## src/rtl/uart_tx_serializer_pkg.sv

```systemverilog
// Shared UART definitions: transmit FSM encoding, line levels and parity selectors.
// The receive path imports this package as well.
package uart_tx_serializer_pkg;

  localparam int UART_DATA_WIDTH = 8;

  localparam logic UART_IDLE_LVL  = 1'b1;
  localparam logic UART_START_LVL = 1'b0;
  localparam logic UART_STOP_LVL  = 1'b1;

  localparam logic PAR_EVEN = 1'b0;
  localparam logic PAR_ODD  = 1'b1;

  typedef enum logic [2:0] {
    IDLE,
    START,
    DATA,
    PARITY,
    STOP
  } uart_tx_state_t;

endpackage

```

## src/rtl/uart_tx_bit_timer.sv

```systemverilog
// Bit-period timer: holds the prescale captured at frame accept and pulses
// bit_done on the last clk of every serial bit.
module uart_tx_bit_timer #(
  parameter int PRESCALE_WIDTH = 6
) (
  input  logic                      clk,
  input  logic                      rst,
  input  logic                      load,
  input  logic                      clear,
  input  logic                      run,
  input  logic [PRESCALE_WIDTH-1:0] prescale,
  output logic                      bit_done
);

  logic [PRESCALE_WIDTH-1:0] period_m1;
  logic [PRESCALE_WIDTH-1:0] count;

  assign bit_done = run && (count == period_m1);

  // A prescale of zero behaves like one: every bit lasts a single clk.
  always_ff @(posedge clk) begin
    if (rst) begin
      period_m1 <= '0;
      count     <= '0;
    end else if (load) begin
      period_m1 <= (prescale == '0) ? '0 : prescale - PRESCALE_WIDTH'(1);
      count     <= '0;
    end else if (clear || bit_done || !run) begin
      count <= '0;
    end else begin
      count <= count + PRESCALE_WIDTH'(1);
    end
  end

endmodule

```

## src/rtl/uart_tx_serializer.sv

```systemverilog
// UART transmitter: serializes a byte as start, LSB-first data, optional
// parity and one stop bit, each bit lasting the captured prescale count.
module uart_tx_serializer
  import uart_tx_serializer_pkg::*;
#(
  parameter int DATA_WIDTH     = UART_DATA_WIDTH,
  parameter int PRESCALE_WIDTH = 6
) (
  input  logic                      clk,
  input  logic                      rst,
  input  logic [DATA_WIDTH-1:0]     P_DATA,
  input  logic                      Data_Valid,
  input  logic                      PAR_EN,
  input  logic                      PAR_TYP,
  input  logic [PRESCALE_WIDTH-1:0] Prescale,
  output logic                      TX_OUT,
  output logic                      Busy
);

  localparam int CNT_W = $clog2(DATA_WIDTH);

  uart_tx_state_t state, state_next;

  logic [DATA_WIDTH-1:0] shift_reg, shift_next;
  logic [CNT_W-1:0]      bit_cnt, bit_cnt_next;
  logic                  par_en_q, par_en_next;
  logic                  par_bit_q, par_bit_next;
  logic                  tx_next, busy_next;
  logic                  accept, bit_done;

  uart_tx_bit_timer #(
    .PRESCALE_WIDTH(PRESCALE_WIDTH)
  ) u_bit_timer (
    .clk      (clk),
    .rst      (rst),
    .load     (accept),
    .clear    (state_next != state),
    .run      (state != IDLE),
    .prescale (Prescale),
    .bit_done (bit_done)
  );

  always_comb begin
    state_next   = state;
    shift_next   = shift_reg;
    bit_cnt_next = bit_cnt;
    par_en_next  = par_en_q;
    par_bit_next = par_bit_q;
    accept       = 1'b0;

    case (state)
      IDLE: begin
        if (Data_Valid) begin
          accept       = 1'b1;
          state_next   = START;
          shift_next   = P_DATA;
          bit_cnt_next = '0;
          par_en_next  = PAR_EN;
          par_bit_next = (^P_DATA) ^ (PAR_TYP == PAR_ODD);
        end
      end
      START: begin
        if (bit_done) state_next = DATA;
      end
      DATA: begin
        if (bit_done) begin
          shift_next = shift_reg >> 1;
          if (bit_cnt == CNT_W'(DATA_WIDTH - 1)) begin
            bit_cnt_next = '0;
            state_next   = par_en_q ? PARITY : STOP;
          end else begin
            bit_cnt_next = bit_cnt + CNT_W'(1);
          end
        end
      end
      PARITY: begin
        if (bit_done) state_next = STOP;
      end
      STOP: begin
        if (bit_done) state_next = IDLE;
      end
      default: state_next = IDLE;
    endcase

    // Outputs are decoded from the upcoming state so they can be registered
    // without lagging the FSM by a cycle.
    case (state_next)
      START:   tx_next = UART_START_LVL;
      DATA:    tx_next = shift_next[0];
      PARITY:  tx_next = par_bit_next;
      STOP:    tx_next = UART_STOP_LVL;
      default: tx_next = UART_IDLE_LVL;
    endcase
    busy_next = (state_next != IDLE);
  end

  always_ff @(posedge clk) begin
    if (rst) begin
      state     <= IDLE;
      shift_reg <= '0;
      bit_cnt   <= '0;
      par_en_q  <= 1'b0;
      par_bit_q <= 1'b0;
      TX_OUT    <= UART_IDLE_LVL;
      Busy      <= 1'b0;
    end else begin
      state     <= state_next;
      shift_reg <= shift_next;
      bit_cnt   <= bit_cnt_next;
      par_en_q  <= par_en_next;
      par_bit_q <= par_bit_next;
      TX_OUT    <= tx_next;
      Busy      <= busy_next;
    end
  end

endmodule

```

## config.mk

```make
export PLATFORM = sky130hd
export DESIGN_NAME = uart_tx_serializer
export DESIGN_NICKNAME = d
export VERILOG_FILES = /design/src/rtl/uart_tx_serializer_pkg.sv /design/src/rtl/uart_tx_bit_timer.sv /design/src/rtl/uart_tx_serializer.sv
export SDC_FILE = /design/constraint.sdc
export NUM_CORES = 1
export LEC_CHECK = 0
export ABC_AREA = 0
export CORE_ASPECT_RATIO = 1.25
export CORE_MARGIN = 4
export CORE_UTILIZATION = 65
export CTS_BUF_LIST = sky130_fd_sc_hd__clkbuf_4 sky130_fd_sc_hd__clkbuf_8 sky130_fd_sc_hd__clkbuf_16
export DETAILED_ROUTE_END_ITERATION = 10
export DONT_BUFFER_PORTS = 1
export PLACE_DENSITY = 0.86
export SYNTH_ARGS = -nofsm -noshare
export SYNTH_HDL_FRONTEND = slang
export SYNTH_SLANG_ARGS = --single-unit
```

## constraint.sdc

```tcl
create_clock -name clk -period 4.1 [get_ports clk]
set_input_delay 0.41 -clock clk [delete_from_list [all_inputs] [get_ports clk]]
set_output_delay 0.41 -clock clk [all_outputs]
set_load 0.03 [all_outputs]
```

==> summary.txt <==
Timing
  – # setup viols final: 0
  – Fin. Hold Viols: 0
  – RSZ-0062 raised after global routing: no
  – Sum of negative setup slack: 0 ns
  – Final WS setup: 2.02 ns
  – Max Freq: 0.481 GHz
  – Final Max Slew Viols: 0
  – Clock skew: 0.00513 ns
  – Slew @ Worst Pin: 0.474 ns
  – Fin crit period: 2.08 ns
  – Worst rel slew slack: 0.682
  – Tcrit/Tclk final: 0.507

Worst setup path
  – Max FO, Critical Path: 10
  – Crit. End Element: flop
  – Critical Path RT: 4.36 ns
  – Crit-path leading delay family: simple AND/OR/NAND/NOR gates
  – CP Cell Sequence: nor2_1 -> nand2_1 -> and3b_1 -> nor2_4 -> or4_1 -> a21oi_1
  – Crit path max-delay cell type: and3b_1
  – Type of origin of the critical path: flop
  – Slowest cell delay on critical path: 0.49 ns
  – WP buf/inv: 0
  – WS Path Type: flop to flop
  – CP Data Arrival Time: 2.34 ns

Route
  – Vias: 1178
  – Via-per-instance ratio: 5.80
  – DRC viols: 0
  – Iter 0 DRT Violations: 27
  – Post-route ant nets: 0
  – Final wirelength: 2830 µm
  – DR WL/cell: 13.9 µm
  – 1st-pass router iterations: 5

Pwr
  – Max rail drop VDD: 354 µV
  – Leak: 0.630 nW
  – PD cells: 445 nW/µm²

Layout
  – Share of layout cells above drive strength 1: 0.0640
  – Fill cell count: 168
  – Register area: 601 µm²
  – Post-Layout Cell Count: 203
  – Final Cell Area: 1550 µm²
  – Layout area overhead: 4.29%
  – Final Core Density: 0.709
  – Nets: 197
  – Multi-input gate area: 835 µm²
  – Number of flip-flops in the largest register: 8
  – # diodes: 0

Logic synthesis
  – Post-synthesis sequential area ratio: 0.404
  – Post-synthesis cell count: 171
  – Flops & latches, synth: 30
  – Top cells by count, synth: dfxtp_1, nor2_1, nand2_1, a21oi_1
  – Main flop type after synthesis: dfxtp_1
  – Synth top area cells: dfxtp_1, xor2_1, xnor2_1, a22oi_1, nor2_1
  – Number of synthesized flops with an enable pin: 0
  – Netlist cell types: 35
  – Leading area contributor after synthesis: dfxtp_1
  – Mapped Area: 1490 µm²
  – Syn avg cell area: 8.70 µm²
  – Yosys warns: 0
  – Asr flop ratio synth: 0
  – Most frequent cell after synthesis: dfxtp_1
  – Mapped Nets: 195
  – Post-synth top area share: 0.404

Global route
  – Global-route usage over all layers: 0.201
  – Largest net degree at the start of global routing: 23
  – GRT overflow: 0
  – Initial antenna violation count: 0
  – Vias in the first global route: 1133
  – First-pass GRT wire length: 4680 µm

Clock tree
  – Clk buf depth: 2
  – Clock Latency Late Sink: 0.32 ns
  – Clk sinks: 30
  – Hold buffer count at cts: 0
  – CTS tree: built
  – Max H-tree Level: 2
  – # resized after CTS: 0
  – Clock transition at the registers of the reported paths: 0.09 ns
  – Setup bufs post-CTS: 0
  – Inserted Clock Buffers: 5
  – Clk root buf: clkbuf_4

Floorplan
  – Starting Density: 0.680
  – Die width: 50.8 µm
  – Die height: 61.5 µm
  – IO Pins: 21
  – Die area: 3120 µm²
  – Core Area: 2190 µm²
  – Num rows: 19

Placement
  – Buffers added on ports: 0
  – Setup WS pre-CTS: 2.05 ns
  – DPL Wire Length: 2200 µm
  – Routability cong.: 0.781
  – Area after DPL: 1500 µm²
  – Placed cells: 197

Hold path
  – Tightest Hold Check Type: primary input to flop

Outcome
  – Status: finished clean

Run
  – Reported max-cap violation count: 0
-- per-layer routing --
metal,vias to the layer above,part of all wire,track usage
met5,-,0,0
met4,0,0.011,0.0577
met3,6,0.070,0.0799
met2,29,0.53,0.384
met1,549,0.39,0.202
li1,594,-,-
-- worst reg2reg max path: stages (launching register included) --
cell	delay, ns
dfxtp_1	0.38
nor2_1	0.38
nand2_1	0.11
and3b_1	0.49
nor2_4	0.11
or4_1	0.41
a21oi_1	0.15
-- logic make-up (layout without fill, tap and decap cells) --
family / count (synthesis) / in the layout / share of synthesized area
and+or+nand+nor: 61 / 61 / 0.205
AOI/OAI and AO/OA: 38 / 38 / 0.164
DFF: 30 / 30 / 0.404
xor gates and xnor gates: 23 / 23 / 0.135
buffers and inverters: 12 / 13 / 0.0353
adders and majority gates: 5 / 5 / 0.0421
muxes: 2 / 2 / 0.0143
-- power breakdown --
| group | internal, W | switching (W) | total, W |
|---|---|---|---|
| Sequential | 0.000320 | 0.0000335 | 0.000354 |
| Combinational | 0.0000713 | 0.0000979 | 0.000169 |
| Clock | 0.0000771 | 0.0000909 | 0.000168 |
| Total | 0.000469 | 0.000222 | 0.000691 |
-- worst paths after layout --
kind,start,end,slack (ns),depth (start not counted)
setup / recovery,state[2],bit_cnt[0],2.02,6
hold / removal,rst,shift_reg[2],0.14,1
setup reg to reg,state[2],bit_cnt[0],2.02,6
hold reg to reg,bit_cnt[1],bit_cnt[1],0.45,2
-- stage by stage --
step / hold WS [ns] / total power [W]
floorplan: 0.430 / 0.000499
global placement: 0.441 / 0.000522
detailed placement: 0.446 / 0.000529
CTS: 0.135 / 0.000695
global route: 0.122 / 0.000731
finish: 0.144 / 0.000691
-- layout make-up --
type                            instances  share of cell area
Inverter                                7              0.0169
Tap cell                               31              0.0250
Clock buffer                            6              0.0331
Sequential cell                        30               0.387
Multi-Input combinational cell        129               0.538
-- layout by cell type, fill, tap and decap left out, types with 2 or more instances in the layout --
cell type / instances
a21oi_1: 15
a22oi_1: 12
a31oi_1: 3
and3_1: 2
clkbuf_4: 5
dfxtp_1: 30
ha_1: 5
inv_1: 7
nand2_1: 16
nand2b_1: 2
nand3_1: 6
nand4_1: 2
nor2_1: 23
o21ai_0: 2
xnor2_1: 11
xor2_1: 12
Note: power is estimated with default switching activity, not from simulation.
